`config.mk`:
```
export PLATFORM = sky130hd
export DESIGN_NAME = seq_magnitude_comparator
export DESIGN_NICKNAME = d
export VERILOG_FILES = /design/src/rtl/seq_magnitude_comparator_pkg.sv /design/src/rtl/seq_magnitude_comparator_slice_subtractor.sv /design/src/rtl/seq_magnitude_comparator.sv
export SDC_FILE = /design/constraint.sdc
export NUM_CORES = 1
export LEC_CHECK = 0
export ABC_AREA = 1
export CORE_AREA = 2 2 66 68
export DETAILED_ROUTE_END_ITERATION = 8
export DIE_AREA = 0 0 68 70
export HOLD_SLACK_MARGIN = 0.15
export MAX_ROUTING_LAYER = met4
export PLACE_DENSITY_LB_ADDON = 0.08
export SLEW_MARGIN = 20
export SYNTH_ARGS = -nofsm -noshare
export SYNTH_HDL_FRONTEND = slang
export SYNTH_HIERARCHICAL = 1
export SYNTH_SLANG_ARGS = --single-unit
```
`constraint.sdc`:
```
create_clock -name clk -period 2.2 [get_ports clk]
set_clock_uncertainty 0.15 [all_clocks]
set_input_delay 0.44 -clock clk [delete_from_list [all_inputs] [get_ports clk]]
set_output_delay 0.44 -clock clk [all_outputs]
set_load 0.02 [all_outputs]
```
`src/rtl/seq_magnitude_comparator_pkg.sv`:
```
// ---------------------------------------------------------------------------
// comparator_pkg
// Shared definitions for seq_magnitude_comparator:
//   - FSM state encoding (IDLE / BUSY / DONE)
//   - idx_width(): width of the slice index counter, ceil(log2(nslice+1)),
//     never less than 1 bit.
// ---------------------------------------------------------------------------
package comparator_pkg;

  localparam logic [1:0] IDLE = 2'd0;
  localparam logic [1:0] BUSY = 2'd1;
  localparam logic [1:0] DONE = 2'd2;

  // Smallest width w such that 2**w >= nslice+1, so the counter can hold
  // every value 0..nslice without wrapping.
  function automatic int idx_width(input int nslice);
    int w;
    w = 1;
    for (int i = 1; i < 31; i++) begin
      if ((32'sd1 << i) < (nslice + 32'sd1)) begin
        w = i + 1;
      end else begin
        w = w;
      end
    end
    return w;
  endfunction

endpackage

```
`src/rtl/seq_magnitude_comparator_slice_subtractor.sv`:
```
// ---------------------------------------------------------------------------
// slice_subtractor
// Combinational SLICE-bit ripple-borrow subtractor: {bout, d} = x - y - bin.
// Ports:
//   x, y  in  SLICE  minuend / subtrahend slice
//   bin   in  1      borrow in
//   d     out SLICE  difference slice
//   bout  out 1      borrow out (1 when x < y + bin)
// ---------------------------------------------------------------------------
module slice_subtractor #(
  parameter int SLICE = 4
) (
  input  logic [SLICE-1:0] x,
  input  logic [SLICE-1:0] y,
  input  logic             bin,
  output logic [SLICE-1:0] d,
  output logic             bout
);

  // Bit-serial ripple of the borrow from LSB to MSB.
  always_comb begin
    logic br_s;
    d    = '0;
    br_s = bin;
    for (int i = 0; i < SLICE; i++) begin
      d[i] = x[i] ^ y[i] ^ br_s;
      // Borrow when x<y, or when x==y and a borrow is already pending.
      br_s = (~x[i] & y[i]) | (~(x[i] ^ y[i]) & br_s);
    end
    bout = br_s;
  end

endmodule

```
`src/rtl/seq_magnitude_comparator.sv`:
```
// ---------------------------------------------------------------------------
// seq_magnitude_comparator
// Multi-cycle unsigned magnitude comparator (e.g. credit A vs price B).
// A-B is computed one SLICE-bit chunk per cycle, LSB chunk first, with the
// borrow carried between chunks; the result is offered on a valid/ready
// handshake. Latency: res_valid rises NSLICE+1 edges after the accept edge
// (counting the accept edge).
// Ports:
//   clk, rst_n   clock, synchronous active-low reset
//   start        request; accepted only while in_ready=1
//   a, b         operands, sampled on accept
//   in_ready     high only in IDLE
//   res_valid    result valid, held until res_ready
//   res_ready    consumer accepts result
//   a_gte_b      A >= B
//   a_eq_b       A == B
//   diff         A-B mod 2**WIDTH (only when CHANGE_OUT_EN is defined)
// Configuration macro: CHANGE_OUT_EN enables the diff port and register.
// ---------------------------------------------------------------------------
module seq_magnitude_comparator
  import comparator_pkg::*;
#(
  parameter int WIDTH = 8,
  parameter int SLICE = 4
) (
  input  logic             clk,
  input  logic             rst_n,
  input  logic             start,
  input  logic [WIDTH-1:0] a,
  input  logic [WIDTH-1:0] b,
  output logic             in_ready,
  output logic             res_valid,
  input  logic             res_ready,
  output logic             a_gte_b,
  output logic             a_eq_b
`ifdef CHANGE_OUT_EN
  ,
  output logic [WIDTH-1:0] diff
`endif
);

  localparam int             NSLICE   = WIDTH / SLICE;
  localparam int             IDXW     = idx_width(NSLICE);
  localparam logic [IDXW-1:0] LAST_IDX = IDXW'(NSLICE - 1);

  logic [1:0]       state_q, state_d;
  logic             in_ready_q, in_ready_d;
  logic             res_valid_q, res_valid_d;
  logic [WIDTH-1:0] a_q, a_d;
  logic [WIDTH-1:0] b_q, b_d;
  logic [IDXW-1:0]  idx_q, idx_d;
  logic             borrow_q, borrow_d;
  logic             nz_q, nz_d;
  logic             gte_q, gte_d;
  logic             eq_q, eq_d;
  logic [SLICE-1:0] d_s;
  logic             bout_s;
  logic             nz_next_s;
`ifdef CHANGE_OUT_EN
  logic [WIDTH-1:0]       diff_q, diff_d;
  logic [WIDTH+SLICE-1:0] diff_cat_s;
`endif

  // The operand registers shift right each BUSY cycle, so the active slice
  // is always the low SLICE bits.
  slice_subtractor #(.SLICE(SLICE)) u_sub (
    .x    (a_q[SLICE-1:0]),
    .y    (b_q[SLICE-1:0]),
    .bin  (borrow_q),
    .d    (d_s),
    .bout (bout_s)
  );

  // FSM state register plus the registered handshake outputs.
  always_ff @(posedge clk) begin
    if (!rst_n) begin
      state_q     <= IDLE;
      in_ready_q  <= 1'b1;
      res_valid_q <= 1'b0;
    end else begin
      state_q     <= state_d;
      in_ready_q  <= in_ready_d;
      res_valid_q <= res_valid_d;
    end
  end

  // FSM next-state logic.
  always_comb begin
    state_d = state_q;
    case (state_q)
      IDLE: begin
        if (start) state_d = BUSY;
        else       state_d = IDLE;
      end
      BUSY: begin
        if (idx_q == LAST_IDX) state_d = DONE;
        else                   state_d = BUSY;
      end
      DONE: begin
        if (res_ready) state_d = IDLE;
        else           state_d = DONE;
      end
      default: state_d = IDLE;
    endcase
  end

  // FSM outputs, decoded from the next state so they are registered in step
  // with the state itself.
  always_comb begin
    in_ready_d  = 1'b0;
    res_valid_d = 1'b0;
    case (state_d)
      IDLE:    in_ready_d  = 1'b1;
      DONE:    res_valid_d = 1'b1;
      default: begin
        in_ready_d  = 1'b0;
        res_valid_d = 1'b0;
      end
    endcase
  end

  assign nz_next_s = nz_q | (d_s != {SLICE{1'b0}});

  // Datapath next-state: operand capture on accept, one slice per BUSY cycle.
  always_comb begin
    a_d      = a_q;
    b_d      = b_q;
    idx_d    = idx_q;
    borrow_d = borrow_q;
    nz_d     = nz_q;
    gte_d    = gte_q;
    eq_d     = eq_q;
`ifdef CHANGE_OUT_EN
    diff_cat_s = {d_s, diff_q} >> SLICE;
    diff_d     = diff_q;
`endif
    if (state_q == IDLE && start) begin
      a_d      = a;
      b_d      = b;
      idx_d    = '0;
      borrow_d = 1'b0;
      nz_d     = 1'b0;
    end else if (state_q == BUSY) begin
      a_d      = a_q >> SLICE;
      b_d      = b_q >> SLICE;
      idx_d    = idx_q + IDXW'(1);
      borrow_d = bout_s;
      nz_d     = nz_next_s;
`ifdef CHANGE_OUT_EN
      // Each new slice enters at the top; after NSLICE shifts slice 0 sits
      // at the bottom.
      diff_d = diff_cat_s[WIDTH-1:0];
`endif
      // Flags are captured on the final slice so they are stable in DONE.
      if (idx_q == LAST_IDX) begin
        gte_d = ~bout_s;
        eq_d  = ~bout_s & ~nz_next_s;
      end else begin
        gte_d = gte_q;
        eq_d  = eq_q;
      end
    end else begin
      a_d = a_q;
    end
  end

  // Datapath registers.
  always_ff @(posedge clk) begin
    if (!rst_n) begin
      a_q      <= '0;
      b_q      <= '0;
      idx_q    <= '0;
      borrow_q <= 1'b0;
      nz_q     <= 1'b0;
      gte_q    <= 1'b0;
      eq_q     <= 1'b0;
`ifdef CHANGE_OUT_EN
      diff_q   <= '0;
`endif
    end else begin
      a_q      <= a_d;
      b_q      <= b_d;
      idx_q    <= idx_d;
      borrow_q <= borrow_d;
      nz_q     <= nz_d;
      gte_q    <= gte_d;
      eq_q     <= eq_d;
`ifdef CHANGE_OUT_EN
      diff_q   <= diff_d;
`endif
    end
  end

  assign in_ready  = in_ready_q;
  assign res_valid = res_valid_q;
  assign a_gte_b   = gte_q;
  assign a_eq_b    = eq_q;
`ifdef CHANGE_OUT_EN
  assign diff      = diff_q;
`endif

endmodule
```
Word level (Yosys, flattened, before mapping):

Cells that the tools add are included.

* output and inout port bits: 4
* word-level logic and storage cells: 66
* flip-flop bits (word level): 26
* input bits: 20

* multiplexer cells: 10
* reduce and logical (&&, ||, !) cells: 7
* $add $sub $neg: 1
* bitwise gates (word level): 34
* equality and inequality tests: 4

Operators with widths (count)
* $mux 8: 4
* $not 1->1: 12
* $and 1x1->1: 9
* $xor 1x1->1: 8
* $pmux 2 s3: 1
* $or 1x1->1: 5
* $eq 2x1->1 const B: 2
* $eq 2x2->1 const B: 2
* $logic_not 2->1: 2
* $mux 2: 2
* $reduce_bool 4->1: 1
* $mux 1: 3
* $reduce_and 3->1: 1
* $add 2x1->2 const B: 1
* $reduce_bool 2->1: 1
* $reduce_or 2->1: 1
* $logic_and 1x1->1: 1

Depth between registers and ports, before layout:

Gate-level depths: netlist (run 1).

* depth in word-level cells: 13
* depth in mapped cells: 12
* mapped depth without buffers: 12

Modules after synthesis:

Netlist (run 1), hierarchy kept.

Modules (own cells, without submodules)
* seq_magnitude_comparator: cells an instance 141, sequential area each 520.5 um2, area an instance 1068.5 um2, times used 1
* slice_subtractor: cells an instance 14, sequential area each 0.0 um2, area an instance 117.6 um2, times used 1

Least setup slack after synthesis (run 1):

OpenSTA, ideal clock, no wires.

* path type: register to register
* start: register b_q[0]
* end: register eq_q, in the netlist a_eq_b
* required time: 1.980 ns
* cell stages (with the launch flop): 13
* data arrival time: 2.129 ns
* library setup time: 0.070 ns
* slack: -0.150 ns
* period minus slack after synthesis: 2.350 ns
* buffers on the path: 0
* cells stage by stage: dfxtp_1 > inv_1 > fa_1 > inv_1 > fa_1 > fa_1 > inv_1 > fa_1 > nor2_1 > nand2_1 > nor2_1 > nand2_1 > a21oi_1

* longest elaborated chain between the ends: 13
* elaborated cells between the ends (all ways): 20
* classes of those cells: bitwise: 19; reduce/logical: 1

Ends and longest elaborated chain
* start, declared: line seq_magnitude_comparator.sv:50 `logic [WIDTH-1:0] b_q, b_d;`
* start signal, assigned: line seq_magnitude_comparator.sv:171 `b_q <= '0;`
* start signal, assigned: line seq_magnitude_comparator.sv:182 `b_q <= b_d;`
* $xor 1x1->1: line seq_magnitude_comparator_slice_subtractor.sv:28 `br_s = (~x[i] & y[i]) | (~(x[i] ^ y[i]) & br_s);`
* $not 1->1: line seq_magnitude_comparator_slice_subtractor.sv:28
* $and 1x1->1: line seq_magnitude_comparator_slice_subtractor.sv:28
* $or 1x1->1 *: line seq_magnitude_comparator_slice_subtractor.sv:28
* $and 1x1->1 *: line seq_magnitude_comparator_slice_subtractor.sv:28
* $or 1x1->1 *: line seq_magnitude_comparator_slice_subtractor.sv:28
* $and 1x1->1 *: line seq_magnitude_comparator_slice_subtractor.sv:28
* $or 1x1->1 *: line seq_magnitude_comparator_slice_subtractor.sv:28
* $xor 1x1->1 *: line seq_magnitude_comparator_slice_subtractor.sv:26 `d[i] = x[i] ^ y[i] ^ br_s;`
* named net d_s[3]: line seq_magnitude_comparator.sv:56 `logic [SLICE-1:0] d_s;`
* $reduce_bool 4->1 *: line seq_magnitude_comparator.sv:122 `assign nz_next_s = nz_q | (d_s != {SLICE{1'b0}});`
* $or 1x1->1 *: line seq_magnitude_comparator.sv:122
* $not 1->1 *: line seq_magnitude_comparator.sv:157 `eq_d = ~bout_s & ~nz_next_s;`
* $and 1x1->1 *: line seq_magnitude_comparator.sv:157
* end signal, assigned: line seq_magnitude_comparator.sv:187 `eq_q <= eq_d;`
* end, declared: line seq_magnitude_comparator.sv:55 `logic eq_q, eq_d;`

Mark *: on every way through the listed nets, which the timed path passes. The rest lies on a longest branch.
A chain may end at the register's enable or synchronous reset.

Worst setup path in the final report (run 1):

Ends and elaborated chain as after synthesis.

==> results by group, run 1 <==
Clocking
  – CTS Hold Bufs: 0
  – Clock sinks: 26
  – Clk buf depth: 2
  – Clock-pin slew on the worst setup and hold paths: around 0.090 ns
  – Total CTS buffers: 3
  – Root Buffer: clkbuf_8
  – CTS tree: built
  – Htree depth: 1
  – Skew-Pair Late Insertion Delay: between 0.2 and 0.3 ns

Die
  – # rows: 24
  – Initial core utilization: between 20% and 30%
  – Die Wd: 68 um
  – Die ar.: ~4800 um^2
  – Core area: ~4100 um^2
  – Die H: approximately 70 um
  – Top Ports: 24

Timing
  – Worst-margin pin slew: 0.4316 ns
  – Unrepaired setup endpoints after global routing: true
  – Tmin final: 2.346 ns
  – Fin. max-slew vios: 0
  – Final worst path period share: 106.6%
  – Final Setup Violations: 2
  – Post-route setup slack: -0.1456 ns
  – Slew headroom: approximately 70%
  – Final hold viol count: 0
  – Setup TNS: -0.2007 ns
  – Max Fclk: approximately 430 MHz

Global route
  – Global-route wire length before repair: between 4000 and 5000 um
  – Pin count of the biggest net entering global routing: 17
  – Initial antenna violation count: 0
  – Vias in the first global route: around 1,000
  – Total grt overflow: 0
  – Total track usage: ~12%

Pwr
  – Peak supply drop: roughly 0.18 mV
  – Switch share: between 20 and 30%
  – Power Density: ~640 nW/um^2
  – Gate power share: 21.0%
  – Total power draw: around 1000 uW
  – Leak Pwr: 0.6557 nW
  – Switching power: roughly 270 uW
  – Internal cell power: about 720 uW
  – Clock Power Share: between 20 and 30%
  – Flop pwr share: approximately half

Cells and area
  – Util after Layout: 37.32%
  – Share of layout cells above drive strength 1: between 10% and 20%
  – Filler instances: about 460
  – Area of the multi-input gates: approximately 560 um^2
  – Final #Nets: ~210
  – Register area: 523.0 um^2
  – Design Area, Final: between 1500 and 2000 um^2
  – Post-Layout Cell Count: approximately 230
  – Ant diodes: 0
  – Area Overhead vs Synth: 30.38%

Placement
  – Post-Place Cells: around 230
  – Placed inst area: 1493 um^2
  – GPL Wtd Cong: 0.7608
  – I/O Buffers: 23
  – HPWL Detailed: 1989 um

Worst setup path
  – WP data arrival: around 2.4 ns
  – Required time of the critical path: between 2 and 2.5 ns
  – CP Buf/Inv Count: 3
  – Startpoint types: register
  – Worst path depth: 12
  – R2r worst-path depth: 12
  – Critical Path Fanout Max: 2
  – Critical path class: reg -> reg
  – CP top delay family: adder cells
  – Slowest CP cell: fa_1
  – CP Cell Sequence: inv_2 -> fa_1 -> inv_1 -> fa_2 -> fa_2 -> inv_2 -> fa_1 -> nor2_1 -> nand2_1 -> nor2_2 -> nand2_1 -> a21oi_1
  – Setup crit end kind: register
  – Slowest cell delay on critical path: a little under 0.4 ns

Hold path
  – Worst Hold Class: reg -> reg
  – WHS Path Cells: 2

Routing
  – Drt total wl: about 2500 um
  – ANT nets after route: 0
  – Initial DRT Pass Iterations: 4
  – Via count: approximately 1,000
  – WL/cell: between 10 and 15 um
  – Iter 0 DRT Violations: 48
  – DR vias/cell: ~4.3
  – DRC Markers: 0

Synth
  – Synth top area share: between 40% and 50%
  – Syn_nets: 180
  – Area leader, netlist: dfxtp_1
  – Cell Area, Synth: 1186 um^2
  – Yosys warns: 6
  – Main area contributors after synthesis: dfxtp_1 (44%), nand2_1 (14%), nand3_1 (7.6%), fa_1 (6.8%), inv_1 (6.3%)
  – Yosys cell types: 20
  – Synthesized area per cell: between 7 and 8 um^2
  – Post-synthesis cell count: around 160
  – Post-synthesis sequential area ratio: 43.88%
  – Seq cells post-synth: 26

Run status
  – Outcome: complete, but fails checks
  – Failing checks: setup timing

Run
  – MaxCap Viol Count: 0
[state kept, by name, indices dropped and copies added (netlist names)]
register and cells:
a_eq_b 1, a_gte_b 1, a_q 8, b_q 8, borrow_q 1, idx_q 2
in_ready 1, nz_q 1, res_valid 1, state_q 2
[power by group through the flow]
stage	combinational, mW	clock (mW)	sequential, mW
finish	0.209	0.269	0.517
global route	0.240	0.291	0.521
detailed placement	0.206	0	0.528
floorplan	0.126	0	0.528
CTS	0.209	0.279	0.517
global placement	0.206	0	0.527
[per-layer routing]
metal  share of wire (%)  global-route usage [%]
met1                  51                   16.84
met2                  45                   17.58
met3                 2.2                   2.415
met4                 1.6                   4.667
met5                   0                       -
[worst min-delay path, delay by kind of cell, from the launching register on]
| family | cells | cell delay (ns) |
|---|---|---|
| AO/OA/AOI/OAI | 1 | 0.05 |
| AND/OR/NAND/NOR | 1 | 0.06 |
| flip-flops | 1 | 0.32 |
[cell usage after synthesis]
library cell / count
nor2_1: 7
fa_1: 4
ha_1: 1
clkbuf_8: 1
buf_4: 1
inv_1: 20
xor2_1: 1
and2_1: 8
nor2_2: 1
nand3_1: 18
clkbuf_1: 2
inv_2: 2
o21a_1: 1
nand2_4: 1
o21ai_0: 3
nor3_1: 1
a21oi_1: 12
dfxtp_1: 26
o21ai_4: 1
nand2_1: 44
[layout make-up]
class                           instances  share of cell area (%)
Sequential cell                        26                   33.82
Inverter                               22                   5.340
Multi-Input combinational cell        103                   36.33
Clock buffer                            3                   2.670
Timing Repair Buffer                   27                   17.64
Tap cell                               52                   4.207
[kinds of logic (layout without fill, tap and decap cells)]
kind of cell / Yosys count / after routing / synth area share [%]
buffers and inverters: 26 / 52 / 9.388
AND/OR/NAND/NOR: 80 / 80 / 29.85
AO/OA/AOI/OAI: 17 / 17 / 8.334
flip-flops: 26 / 26 / 43.88
adder cells (fa/ha/maj): 5 / 5 / 7.806
XOR/XNOR: 1 / 1 / 0.7385
[what timing repair did]
action                                  in CTS  in global routing
cloned                                       0                  0
pin swaps                                    2                  0
endpoints found under the setup margin       3                  3
resized for setup                            3                  2
buffers inserted                             1                  0
[through the flow]
step	setup slack [ns]	hold slack [ns]
after floorplan	-0.1052	0.2918
after global placement	-0.1766	0.3035
final	-0.1456	0.3166
after detailed placement	-0.2314	0.3100
after global routing	-0.2908	0.3459
after CTS	-0.1574	0.3233
[placed cells by master (no fill, tap or decap)]
| cell | n |
|---|---|
| ha_1 | 1 |
| nand2_4 | 1 |
| a21oi_1 | 12 |
| nor2_2 | 2 |
| nand2_1 | 44 |
| fa_1 | 2 |
| buf_12 | 1 |
| and2_1 | 8 |
| buf_4 | 3 |
| nor3_1 | 1 |
| inv_1 | 17 |
| o21a_1 | 1 |
| o21ai_0 | 3 |
| fa_2 | 2 |
| o21ai_4 | 1 |
| nor2_1 | 6 |
| clkdlybuf4s50_1 | 23 |
| dfxtp_1 | 24 |
| xor2_1 | 1 |
| clkbuf_8 | 3 |
| dfxtp_2 | 2 |
| nand3_1 | 18 |
| inv_2 | 5 |
[worst paths after layout]
check | start | end | slack, ns
worst max-delay path | b_q[0]$_SDFFE_PN0P_ | a_eq_b$_SDFFE_PN0P_ | -0.15
worst min-delay path | b_q[6]$_SDFFE_PN0P_ | b_q[6]$_SDFFE_PN0P_ | 0.32
worst max register to register | b_q[0]$_SDFFE_PN0P_ | a_eq_b$_SDFFE_PN0P_ | -0.15
worst min register to register | b_q[6]$_SDFFE_PN0P_ | b_q[6]$_SDFFE_PN0P_ | 0.32
(Power assumes the default switching activity.)
==> inputs of run 2 (changes only) <==
Settings changed: PLACE_DENSITY_LB_ADDON 0.08 to default.
==> results by group, run 2 (same netlist as run 1, synthesis figures left out) <==
Run status
  – Outcome: complete, but fails checks
  – Failing checks: setup timing

Pwr
  – Gate power share: about 20%
  – Power Density: 658.0 nW/um^2
  – Switch share: 26.02%
  – Peak supply drop: roughly 0.22 mV
  – Internal cell power: approximately 760 uW
  – Flop pwr share: 50.5%
  – Leak Pwr: between 0.6 and 0.7 nW
  – Clock Power Share: just under 30%
  – Switching power: ~270 uW

Routing
  – Drt total wl: 2343 um
  – Via count: 985
  – Highest routed layer: met4
  – Met1 wire length: 1157 um
  – ANT nets after route: 0
  – Met2 wire length: between 1000 and 1500 um
  – Met3 WL: roughly 64 um
  – Iter 0 DRT Violations: 19
  – DRC Markers: 0
  – Initial DRT Pass Iterations: 4
  – WL/cell: ~10 um
  – DR vias/cell: approximately 4.2

Hold path
  – Hold Startpoint: b_q[4]$_SDFFE_PN0P_
  – Worst Hold Class: reg -> reg

Global route
  – Total track usage: between 10% and 20%
  – Pin count of the biggest net entering global routing: 15
  – Total grt overflow: 0
  – Initial antenna violation count: 0
  – Vias in the first global route: 1,031
  – Global-route wire length before repair: between 4000 and 5000 um

Worst setup path
  – Critical path class: reg -> reg
  – Slowest cell delay on critical path: 0.39 ns
  – FF-to-FF setup slack: -0.12 ns
  – CP Buf/Inv Count: 3
  – Crit path launch: b_q[0]$_SDFFE_PN0P_
  – Critical Path Fanout Max: 2
  – CP Cell Sequence: inv_2 -> fa_1 -> inv_1 -> fa_2 -> fa_2 -> inv_2 -> fa_1 -> nor2_1 -> nand2_1 -> nor2_2 -> nand2_1 -> a21oi_1
  – Slowest CP cell: fa_1
  – Setup crit end kind: register
  – Startpoint types: register
  – WP data arrival: between 2 and 2.5 ns
  – CP top delay family: adder cells
  – Required time of the critical path: approximately 2.3 ns
  – RR Startpoint: b_q[0]$_SDFFE_PN0P_

Run
  – MaxCap Viol Count: 0

Placement
  – Pre-CTS WS: -0.2112 ns
  – HPWL Detailed: between 1500 and 2000 um
  – I/O Buffers: 23
  – Placed inst area: roughly 1500 um^2
  – GPL Wtd Cong: ~0.79

Die
  – # rows: 24
  – Die Wd: 68 um
  – Top Ports: 24
  – Core area: roughly 4100 um^2
  – Die H: approximately 70 um
  – Die ar.: approximately 4800 um^2
  – Initial core utilization: about 29%

Clocking
  – Clk buf depth: 2
  – Clock-pin slew on the worst setup and hold paths: 0.09 ns
  – CTS Hold Bufs: 0
  – CTS tree: built
  – Clock sinks: 26
  – Root Buffer: clkbuf_8
  – Htree depth: 1
  – Total CTS buffers: 3
  – Skew-Pair Late Insertion Delay: approximately 0.26 ns

Cells and area
  – Top Registers: a_q x8, b_q x8
  – Design Area, Final: 1555 um^2
  – Area Overhead vs Synth: 31.12%
  – Util after Layout: a little under two fifths
  – Ant diodes: 0
  – Final #Nets: 209
  – Commonest non-fill, non-tap cell in the layout: nand2_1
  – Share of layout cells above drive strength 1: between 10% and 20%
  – Most frequent cells in the layout: nand2_1 (44), dfxtp_1 (24), clkdlybuf4s50_1 (23)

Timing
  – Worst-margin pin slew: between 0.4 and 0.5 ns
  – Tmin final: about 2.3 ns
  – Unrepaired setup endpoints after global routing: true
  – Max Fclk: about 430 MHz
  – Slew headroom: 70.33%
  – Final worst path period share: 105.3%
  – Setup TNS: -0.1622 ns
  – Fin. max-slew vios: 0
  – Final Setup Violations: 2
  – Final hold viol count: 0
  – Post-route setup slack: -0.1161 ns
run 2: power groups by stage:
| stage | Clock, mW | Combinational, mW | Sequential (mW) |
|---|---|---|---|
| 2_1_floorplan | 0 | 0.126 | 0.528 |
| 3_3_place_gp | 0 | 0.202 | 0.527 |
| 3_5_place_dp | 0 | 0.202 | 0.528 |
| 4_1_cts | 0.311 | 0.207 | 0.518 |
| 5_1_grt | 0.322 | 0.235 | 0.520 |
| 6_report | 0.302 | 0.204 | 0.517 |
run 2: per-stage QoR:
| step | total power, mW | cells | hold slack (ns) |
|---|---|---|---|
| 5_1_grt | 1.077 | 235 | 0.3384 |
| 4_1_cts | 1.036 | 235 | 0.3194 |
| 2_1_floorplan | 0.6535 | 155 | 0.2918 |
| 3_3_place_gp | 0.7285 | 230 | 0.3028 |
| 3_5_place_dp | 0.7299 | 230 | 0.3057 |
| 6_report | 1.023 | 235 | 0.3162 |
run 2: worst min-delay path, delay by kind of cell (launching register included):
family	cells	cell delay, ns
DFF	1	0.32
and+or+nand+nor	1	0.06
AOI/OAI and AO/OA	1	0.05
run 2: path summary, 6_finish.rpt:
| kind | cells past startpoint | end |
|---|---|---|
| setup / recovery | 12 | a_eq_b$_SDFFE_PN0P_ |
| hold / removal | 2 | b_q[4]$_SDFFE_PN0P_ |
| hold reg to reg | 2 | b_q[4]$_SDFFE_PN0P_ |
| setup reg to reg | 12 | a_eq_b$_SDFFE_PN0P_ |
run 2: repair_timing:
action / in CTS / in global routing
pin swaps: 2 / 0
endpoints found under the setup margin: 3 / 3
resized for setup: 4 / 1
buffers inserted: 1 / 0
run 2: final cells by class:
| cell class | instances | area (um^2) |
|---|---|---|
| inverters | 22 | 82.58 |
| clock buffers | 4 | 55.05 |
| repair buffers | 28 | 267.8 |
| multi-input cells | 103 | 561.8 |
| flip-flops and latches | 26 | 523.0 |
| well taps | 52 | 65.06 |
| fillers | 451 | 2589 |
run 2: routing by layer:
layer / vias to the layer above / global-route usage [%]
li1: 535 / -
met3: 2 / 1.932
met4: 0 / 4.000
met1: 435 / 15.50
met2: 13 / 18.55
met5: - / -
==> inputs of run 3 (changes only) <==
Settings changed: CTS_CLUSTER_DIAMETER from default to 40.
Clock period 2.2 ns to 2.75 ns, I/O delays scaled along.
==> results by group, run 3 (same netlist as run 1, synthesis figures left out) <==
Run status
  – Outcome: complete, no violations

Global route
  – Total track usage: a little under an eighth
  – Pin count of the biggest net entering global routing: 17
  – Vias in the first global route: ~910
  – Total grt overflow: 0
  – Initial antenna violation count: 0
  – Global-route wire length before repair: 4084 um

Timing
  – Final Setup Violations: 0
  – Unrepaired setup endpoints after global routing: false
  – Slew headroom: just under 70%
  – Tmin final: approximately 2.5 ns
  – Setup TNS: 0 ns
  – Final worst path period share: about nine tenths
  – Max Fclk: 402.1 MHz
  – Fin. max-slew vios: 0
  – Worst-margin pin slew: between 0.4 and 0.5 ns
  – Final hold viol count: 0

Pwr
  – Internal cell power: around 600 uW
  – Clock Power Share: a little under a third
  – Leak Pwr: around 0.65 nW
  – Gate power share: about a fifth
  – Power Density: 536.1 nW/um^2
  – Flop pwr share: around half
  – Switch share: around a quarter
  – Peak supply drop: about 0.24 mV
  – Switching power: around 220 uW

Cells and area
  – Util after Layout: about 37%
  – Area Overhead vs Synth: 27.74%
  – Ant diodes: 0
  – Final #Nets: 205
  – Share of layout cells above drive strength 1: about 5.6%
  – Top Registers: a_q x8, b_q x8
  – Most frequent cells in the layout: nand2_1 (44), dfxtp_1 (26), clkdlybuf4s50_1 (23)
  – Commonest non-fill, non-tap cell in the layout: nand2_1

Routing
  – ANT nets after route: 0
  – Iter 0 DRT Violations: 43
  – Drt total wl: 2426 um
  – DRC Markers: 0
  – Via count: 1,006
  – DR vias/cell: about 4.4
  – WL/cell: approximately 11 um
  – Initial DRT Pass Iterations: 4

Worst setup path
  – Slowest cell delay on critical path: ~0.40 ns
  – Crit-path most repeated cell: fa_1
  – Setup crit end kind: register
  – WP data arrival: around 2.5 ns
  – Critical path class: reg -> reg
  – RR Startpoint: b_q[0]$_SDFFE_PN0P_
  – Critical Path Fanout Max: 2
  – Crit path launch: b_q[0]$_SDFFE_PN0P_
  – Startpoint types: register
  – Slowest CP cell: fa_1
  – CP Cell Sequence: inv_1 -> fa_1 -> inv_1 -> fa_1 -> fa_1 -> inv_1 -> fa_1 -> nor2_1 -> nand2_1 -> nor2_1 -> nand2_1 -> a21oi_1
  – Required time of the critical path: 2.80 ns

Die
  – # rows: 24
  – Top Ports: 24
  – Die ar.: 4760 um^2
  – Die Wd: between 60 and 70 um
  – Die H: roughly 70 um
  – Initial core utilization: between 20% and 30%
  – Core area: a little over 4000 um^2

Clocking
  – Clk buf depth: 2
  – CTS tree: built
  – Htree depth: 1
  – Clock sinks: 26
  – Root Buffer: clkbuf_8
  – CTS Hold Bufs: 0
  – Post-cts resize count: 0
  – Clock-pin slew on the worst setup and hold paths: about 0.09 ns
  – Post-CTS Setup Inserts: 0
  – Skew-Pair Late Insertion Delay: around 0.27 ns
  – Total CTS buffers: 3

Placement
  – GPL Wtd Cong: around 0.8
  – I/O Buffers: 23
  – HPWL Detailed: between 1500 and 2000 um

Hold path
  – Worst Hold Class: reg -> reg
  – Hold Startpoint: b_q[7]$_SDFFE_PN0P_

Run
  – MaxCap Viol Count: 0
==> run 3: cell count changes in the layout (fill, tap and decap cells not counted), moves of 2 or more <==
cell / change
inv_2: -3
inv_1: +3
dfxtp_1: +2
fa_1: +2
dfxtp_2: -2
buf_4: -4
fa_2: -2
==> run 3: worst paths after layout <==
kind	slack, ns	cells after the start	to
hold reg to reg	0.32	2	b_q[7]$_SDFFE_PN0P_
setup / recovery	0.26	12	a_eq_b$_SDFFE_PN0P_
hold / removal	0.32	2	b_q[7]$_SDFFE_PN0P_
setup reg to reg	0.26	12	a_eq_b$_SDFFE_PN0P_
==> run 3: critical path: cells and delay by family, from the launching register on <==
family | cells | cell delay (ns)
flip-flops | 1 | 0.32
AND/OR/NAND/NOR | 4 | 0.33
adder cells (fa/ha/maj) | 4 | 1.30
AO/OA/AOI/OAI | 1 | 0.12
buffers and inverters | 3 | 0.19
==> run 3: power groups by stage <==
stage	Sequential [mW]	Combinational, mW	Clock [mW]
5_1_grt	0.415	0.176	0.269
3_5_place_dp	0.422	0.156	0
2_1_floorplan	0.422	0.0980	0
4_1_cts	0.413	0.156	0.251
6_report	0.413	0.153	0.246
3_3_place_gp	0.421	0.154	0
==> run 3: final cells by class <==
cell class | instances | area (um^2)
inverters | 22 | 82.58
clock buffers | 4 | 55.05
fillers | 452 | 2629
multi-input cells | 103 | 554.3
flip-flops and latches | 26 | 520.5
well taps | 52 | 65.06
repair buffers | 24 | 237.7
==> run 3: metal layers <==
| metal | vias to the layer above | global-route usage (%) | wire (um) |
|---|---|---|---|
| li1 | 526 | - | - |
| met1 | 459 | 16.07 | 1214 |
| met2 | 17 | 16.72 | 1101 |
| met3 | 4 | 1.932 | 69 |
| met4 | 0 | 4.667 | 41 |
| met5 | - | - | 0 |
==> run 3: stage by stage <==
step	hold slack (ns)	total power [mW]	std cells	setup WS (ns)	area (um^2)
2_1_floorplan	0.2918	0.5202	155	0.4003	1186
3_3_place_gp	0.3039	0.5748	227	0.3239	1460
3_5_place_dp	0.3078	0.5772	227	0.2609	1460
4_1_cts	0.3217	0.8202	231	0.2388	1515
5_1_grt	0.3389	0.8601	231	0.1085	1515
6_report	0.3180	0.8123	231	0.2632	1515
==> RTL change 1, RTL diff (flow settings as in run 1) <==
`SLICE` is set to 4 in 2 places; all go to 3.
--- a/src/rtl/seq_magnitude_comparator_slice_subtractor.sv
+++ b/src/rtl/seq_magnitude_comparator_slice_subtractor.sv
@@ -8,7 +8,7 @@
 //   bout  out 1      borrow out (1 when x < y + bin)
 // ---------------------------------------------------------------------------
 module slice_subtractor #(
-  parameter int SLICE = 4
+  parameter int SLICE = 3
 ) (
   input  logic [SLICE-1:0] x,
   input  logic [SLICE-1:0] y,
--- a/src/rtl/seq_magnitude_comparator.sv
+++ b/src/rtl/seq_magnitude_comparator.sv
@@ -21,7 +21,7 @@
   import comparator_pkg::*;
 #(
   parameter int WIDTH = 8,
-  parameter int SLICE = 4
+  parameter int SLICE = 3
 ) (
   input  logic             clk,
   input  logic             rst_n,
Behaviour: not the same (Yosys sat finds a counterexample within 4 cycles, from zero or initial values and one cycle with rst_n low).
==> RTL change 1 against run 1 <==
Wire length grew 0.63%. Total power increased by 3.1%. Via count up 2.8%. Sequential cell count unchanged. Synthesized area grew 3.3%. Die area unchanged. Cell area up 1.5%. Worst setup slack improved by 240 ps. Critical path type unchanged. Largest power group unchanged.
==> RTL change 1: results (changes against run 1) <==
- The max-slew headroom at the worst pin was 0.710 (-0.00158).
- From synthesis to final layout, the design area changed by 28.1%.
- Largest net degree at the start of global routing: 21 (+4)
* Vias in the first global route: 1060 (+7.3%)
- The count of unique library cells instantiated by Yosys came to 22 (+10%).
- The count of fill cells added during filler insertion was 464 (+1.5%).
- Gate Count Post-Synth: 170 (+9.7%)
* Post-Syn Area per Cell: 7.21 µm² (-5.8%)
- The area used by multi-input combinational logic was 591 µm² (+5.1%).
- Clock buffer count in the final layout: 4 (+1)
* Sequential-to-total area share from yosys stat: 0.425 (-0.0139)
- Post-synthesis net count: 194 (+7.8%)
- The share of cells above drive strength 1 came to 0.108 (-0.00225).
- The maximum vdd drop is 258 µV (+42%).
- Iteration-0 DRC count of the detailed router: 21 (-56%)
- Number of cells upsized or downsized after cts: 0 (-3)
- Slack of the critical path: 98.7 ps (+244 ps)
- The cell depth of the worst flop-to-flop path was 10 (-2).
- Number of nets in the finished design: 219 (+5.3%)
* Outcome: finished, final reports clean
- The leakage component of the power is 0.706 nW (+7.7%).
* Vias: 1033 (+2.8%)
* DPL Wire Length: 1.93 mm (-3.1%)
* Worst setup path startpoint: borrow_q
- The global-route total usage across every layer came to 0.129 (+0.00653).
- Worst Setup Slack post-DPL: 96.8 ps (+328 ps)
* Non-clock buffering overhead: 0.161 (-0.0153)
- The met3 track utilization from global routing came to 0.0193 (-0.00483).
[RTL change 1: changes by cell type after synthesis, sizes merged]
cell	delta
nand3	-6
buf	+3
a21oi	+2
fa	-1
nand2	+8
clkbuf	-1
nor2	+13
and2	-7
nand3b	+4
[RTL change 1: how the worst min path moves through the flow]
| stage | to | slack, ps |
|---|---|---|
| final | b_q[6] | 320 |
| after global routing | borrow_q | 340 |
| after CTS | borrow_q | 320 |
| after detailed placement | borrow_q | 310 |
| after floorplan | a_q[3] | 290 |
| after global placement | b_q[5] | 310 |
[RTL change 1: cells by family (layout without fill, tap and decap cells)]
group,after synthesis,count (layout)
compound gates,19,19
xor+xnor,1,1
fa+ha+maj,4,4
buf+inv,28,52
flops,26,26
simple gates,92,92
[RTL change 1: report_power, final]
group	total, mW	leakage, nW	internal [mW]	switching [mW]
sequential	0.523	0.214	0.501	0.0217
clock	0.305	0.0288	0.160	0.145
combinational	0.199	0.464	0.0930	0.106
total	1.03	0.706	0.754	0.273
==> RTL change 2, RTL diff (flow settings as in run 1) <==
Without the edit above. Take the reset off `b_q` and load it in a clocked block of its own.
--- a/src/rtl/seq_magnitude_comparator.sv
+++ b/src/rtl/seq_magnitude_comparator.sv
@@ -168,7 +168,6 @@
   always_ff @(posedge clk) begin
     if (!rst_n) begin
       a_q      <= '0;
-      b_q      <= '0;
       idx_q    <= '0;
       borrow_q <= 1'b0;
       nz_q     <= 1'b0;
@@ -179,7 +178,6 @@
 `endif
     end else begin
       a_q      <= a_d;
-      b_q      <= b_d;
       idx_q    <= idx_d;
       borrow_q <= borrow_d;
       nz_q     <= nz_d;
@@ -191,6 +189,10 @@
     end
   end
 
+  always_ff @(posedge clk) begin
+    b_q <= b_d;
+  end
+
   assign in_ready  = in_ready_q;
   assign res_valid = res_valid_q;
   assign a_gte_b   = gte_q;
Function: same outputs for any inputs over 10 cycles, from zero or initial values and one cycle with rst_n low; that may be too few to reach the edited logic, so the function may still have changed.
==> RTL change 2 against run 1 <==
The run still ends with negative setup slack left. Count of clock-buffer cells in the layout up 1. Maximum frequency shrank 2.8%. Die area unchanged. Sequential cell count did not move. Cell area grew 1.1%. Critical path depth did not move. Via count shrank 8.3%. Total power up 13%. Wire length decreased by 5.6%. Synthesized area shrank 1.2%. Worst setup slack worse by 67 ps. Critical endpoint unchanged.
==> RTL change 2: results (changes against run 1) <==
* Outcome: finished with violations
* Failing checks: negative setup slack
- Worst-path clk slew: ~100 ps
* Buffers inserted during post-CTS setup optimization: 0 (-1)
- The final routed wirelength across all metal layers came to 2.41 mm (-5.6%).
- Total of fill cells in the finished design: 444 (-2.8%)
- The total instance count after detailed placement is 219 (-4.4%).
* Arr. time, crit path: 2480 ps (+80 ps)
* Gate Count Post-Synth: 141 (-9.0%)
- The number of port buffers is 23 (unchanged).
* Inserted Diodes: 0 (unchanged)
- By count the netlist is led by nand2_1 (39), inv_1 (26), dfxtp_1 (18), nor2_1 (11), nand3_1 (10).
- The post-synthesis async set-or-reset flop share is 0 (unchanged).
- The count of unique library cells instantiated by Yosys was 19 (-5.0%).
* Iteration-0 DRC count of the detailed router: 33 (-31%)
- Most common flop cell mapped by yosys: dfxtp_1
- Most area-consuming cells after synthesis: dfxtp_1 (31%), edfxtp_1 (20%), nand2_1 (12%)
* Root Buffer: clkbuf_8
* Setup Viol. Count Final: 3 (+1)
- The total number of vias was 922 (-8.3%).
- Max-cap check violation count: 0 (unchanged)
- Setup TNS: -377 ps (-177 ps)
- The largest fanout on the critical path is 2 (unchanged).
- First-pass GRT wire length: 4.22 mm (-1.5%)
- The post-place setup slack came to -275 ps (-43.4 ps).
* DPL Wire Length: 1.87 mm (-5.8%)
- The per-cell routed wire length is 10.8 µm (-1.3%).
- Total clock buffers created by CTS: 3 (unchanged)
- The leakage component of the power came to 0.691 nW (+5.4%).
- The smallest setup slack after layout came to -213 ps (-67.0 ps).
- Largest incremental delay on the critical path: 400 ps
* Number of cells upsized or downsized after cts: 2 (-1)
* Vias in the first global route: 901 (-8.8%)
* Number of nets in the finished design: 197 (-5.3%)
* Slew @ Worst Pin: 327 ps (-105 ps)
* Worst-Skew Late Latency: approximately 280 ps
- Placed Area: 1490 µm² (about the same)
- Slowest stage cell, crit path: fa_1
- The largest registers in the layout are a_q (8), b_q (8).
- Post-synthesis net count: 166 (-7.8%)
* Global Route Usage Sum: 0.122 (about the same)
- The post-synthesis sequential area ratio is 0.512 (+0.0735).
- Fraction of layout instances using a drive strength above 1: 0.123 (+0.0123)
- The maximum vdd drop was 228 µV (+26%).
- Syn. warnings: 6 (unchanged)
* Largest net degree at the start of global routing: 16 (-1)
- The cell depth of the worst flop-to-flop path was 12 (unchanged).
* Weighted congestion at the end of routability-driven global placement: 0.773 (+1.6%)
* Post-synth EDFFs: 8 (+8)
- The number of levels the H-tree was split into is 1 (unchanged).
- Hold WC Path Type: flip-flop to flip-flop
- The initial antenna violation count is 0 (unchanged).
## RTL change 2: final timing paths
| check | start | endpoint | slack, ps |
|---|---|---|---|
| worst max-delay path | b_q[0] | a_eq_b | -210 |
| worst min-delay path | a_q[4] | a_q[4] | 320 |
| worst max register to register | b_q[0] | a_eq_b | -210 |
| worst min register to register | a_q[4] | a_q[4] | 320 |
## RTL change 2: routing by layer
| metal | vias to the layer above | track usage | wire length, µm |
|---|---|---|---|
| li1 | 491 | - | - |
| met1 | 412 | 0.168 | 1160 |
| met2 | 14 | 0.177 | 1120 |
| met3 | 5 | 0.0242 | 74 |
| met4 | 0 | 0.0467 | 48 |
| met5 | - | - | 0 |
## RTL change 2: cells by family (layout without fill, tap and decap cells)
family | Yosys count | in the layout | share of synthesized area
and+or+nand+nor | 68 | 68 | 0.244
buffers and inverters | 28 | 58 | 0.0960
DFF | 26 | 26 | 0.512
AOI/OAI and AO/OA | 13 | 13 | 0.0608
adders and majority gates | 5 | 5 | 0.0790
xor gates and xnor gates | 1 | 1 | 0.00747
## RTL change 2: layout make-up
class / count / area, µm² / share of cell area
Sequential cell: 26 / 601 / 0.384
Timing Repair Buffer: 27 / 260 / 0.166
Tap cell: 52 / 65.1 / 0.0416
Inverter: 27 / 101 / 0.0648
Clock buffer: 4 / 66.3 / 0.0424
Multi-Input combinational cell: 87 / 470 / 0.301
## RTL change 2: power breakdown
group / switching (mW) / internal [mW]
registers: 0.0200 / 0.536
clock network: 0.165 / 0.198
logic: 0.112 / 0.0973
total: 0.297 / 0.832
## RTL change 2: critical path, delay by kind of cell (launching register included)
family / cells / cell delay, ps
fa+ha+maj: 4 / 1240
simple gates: 4 / 300
flops: 1 / 390
compound gates: 1 / 100
buf+inv: 3 / 170
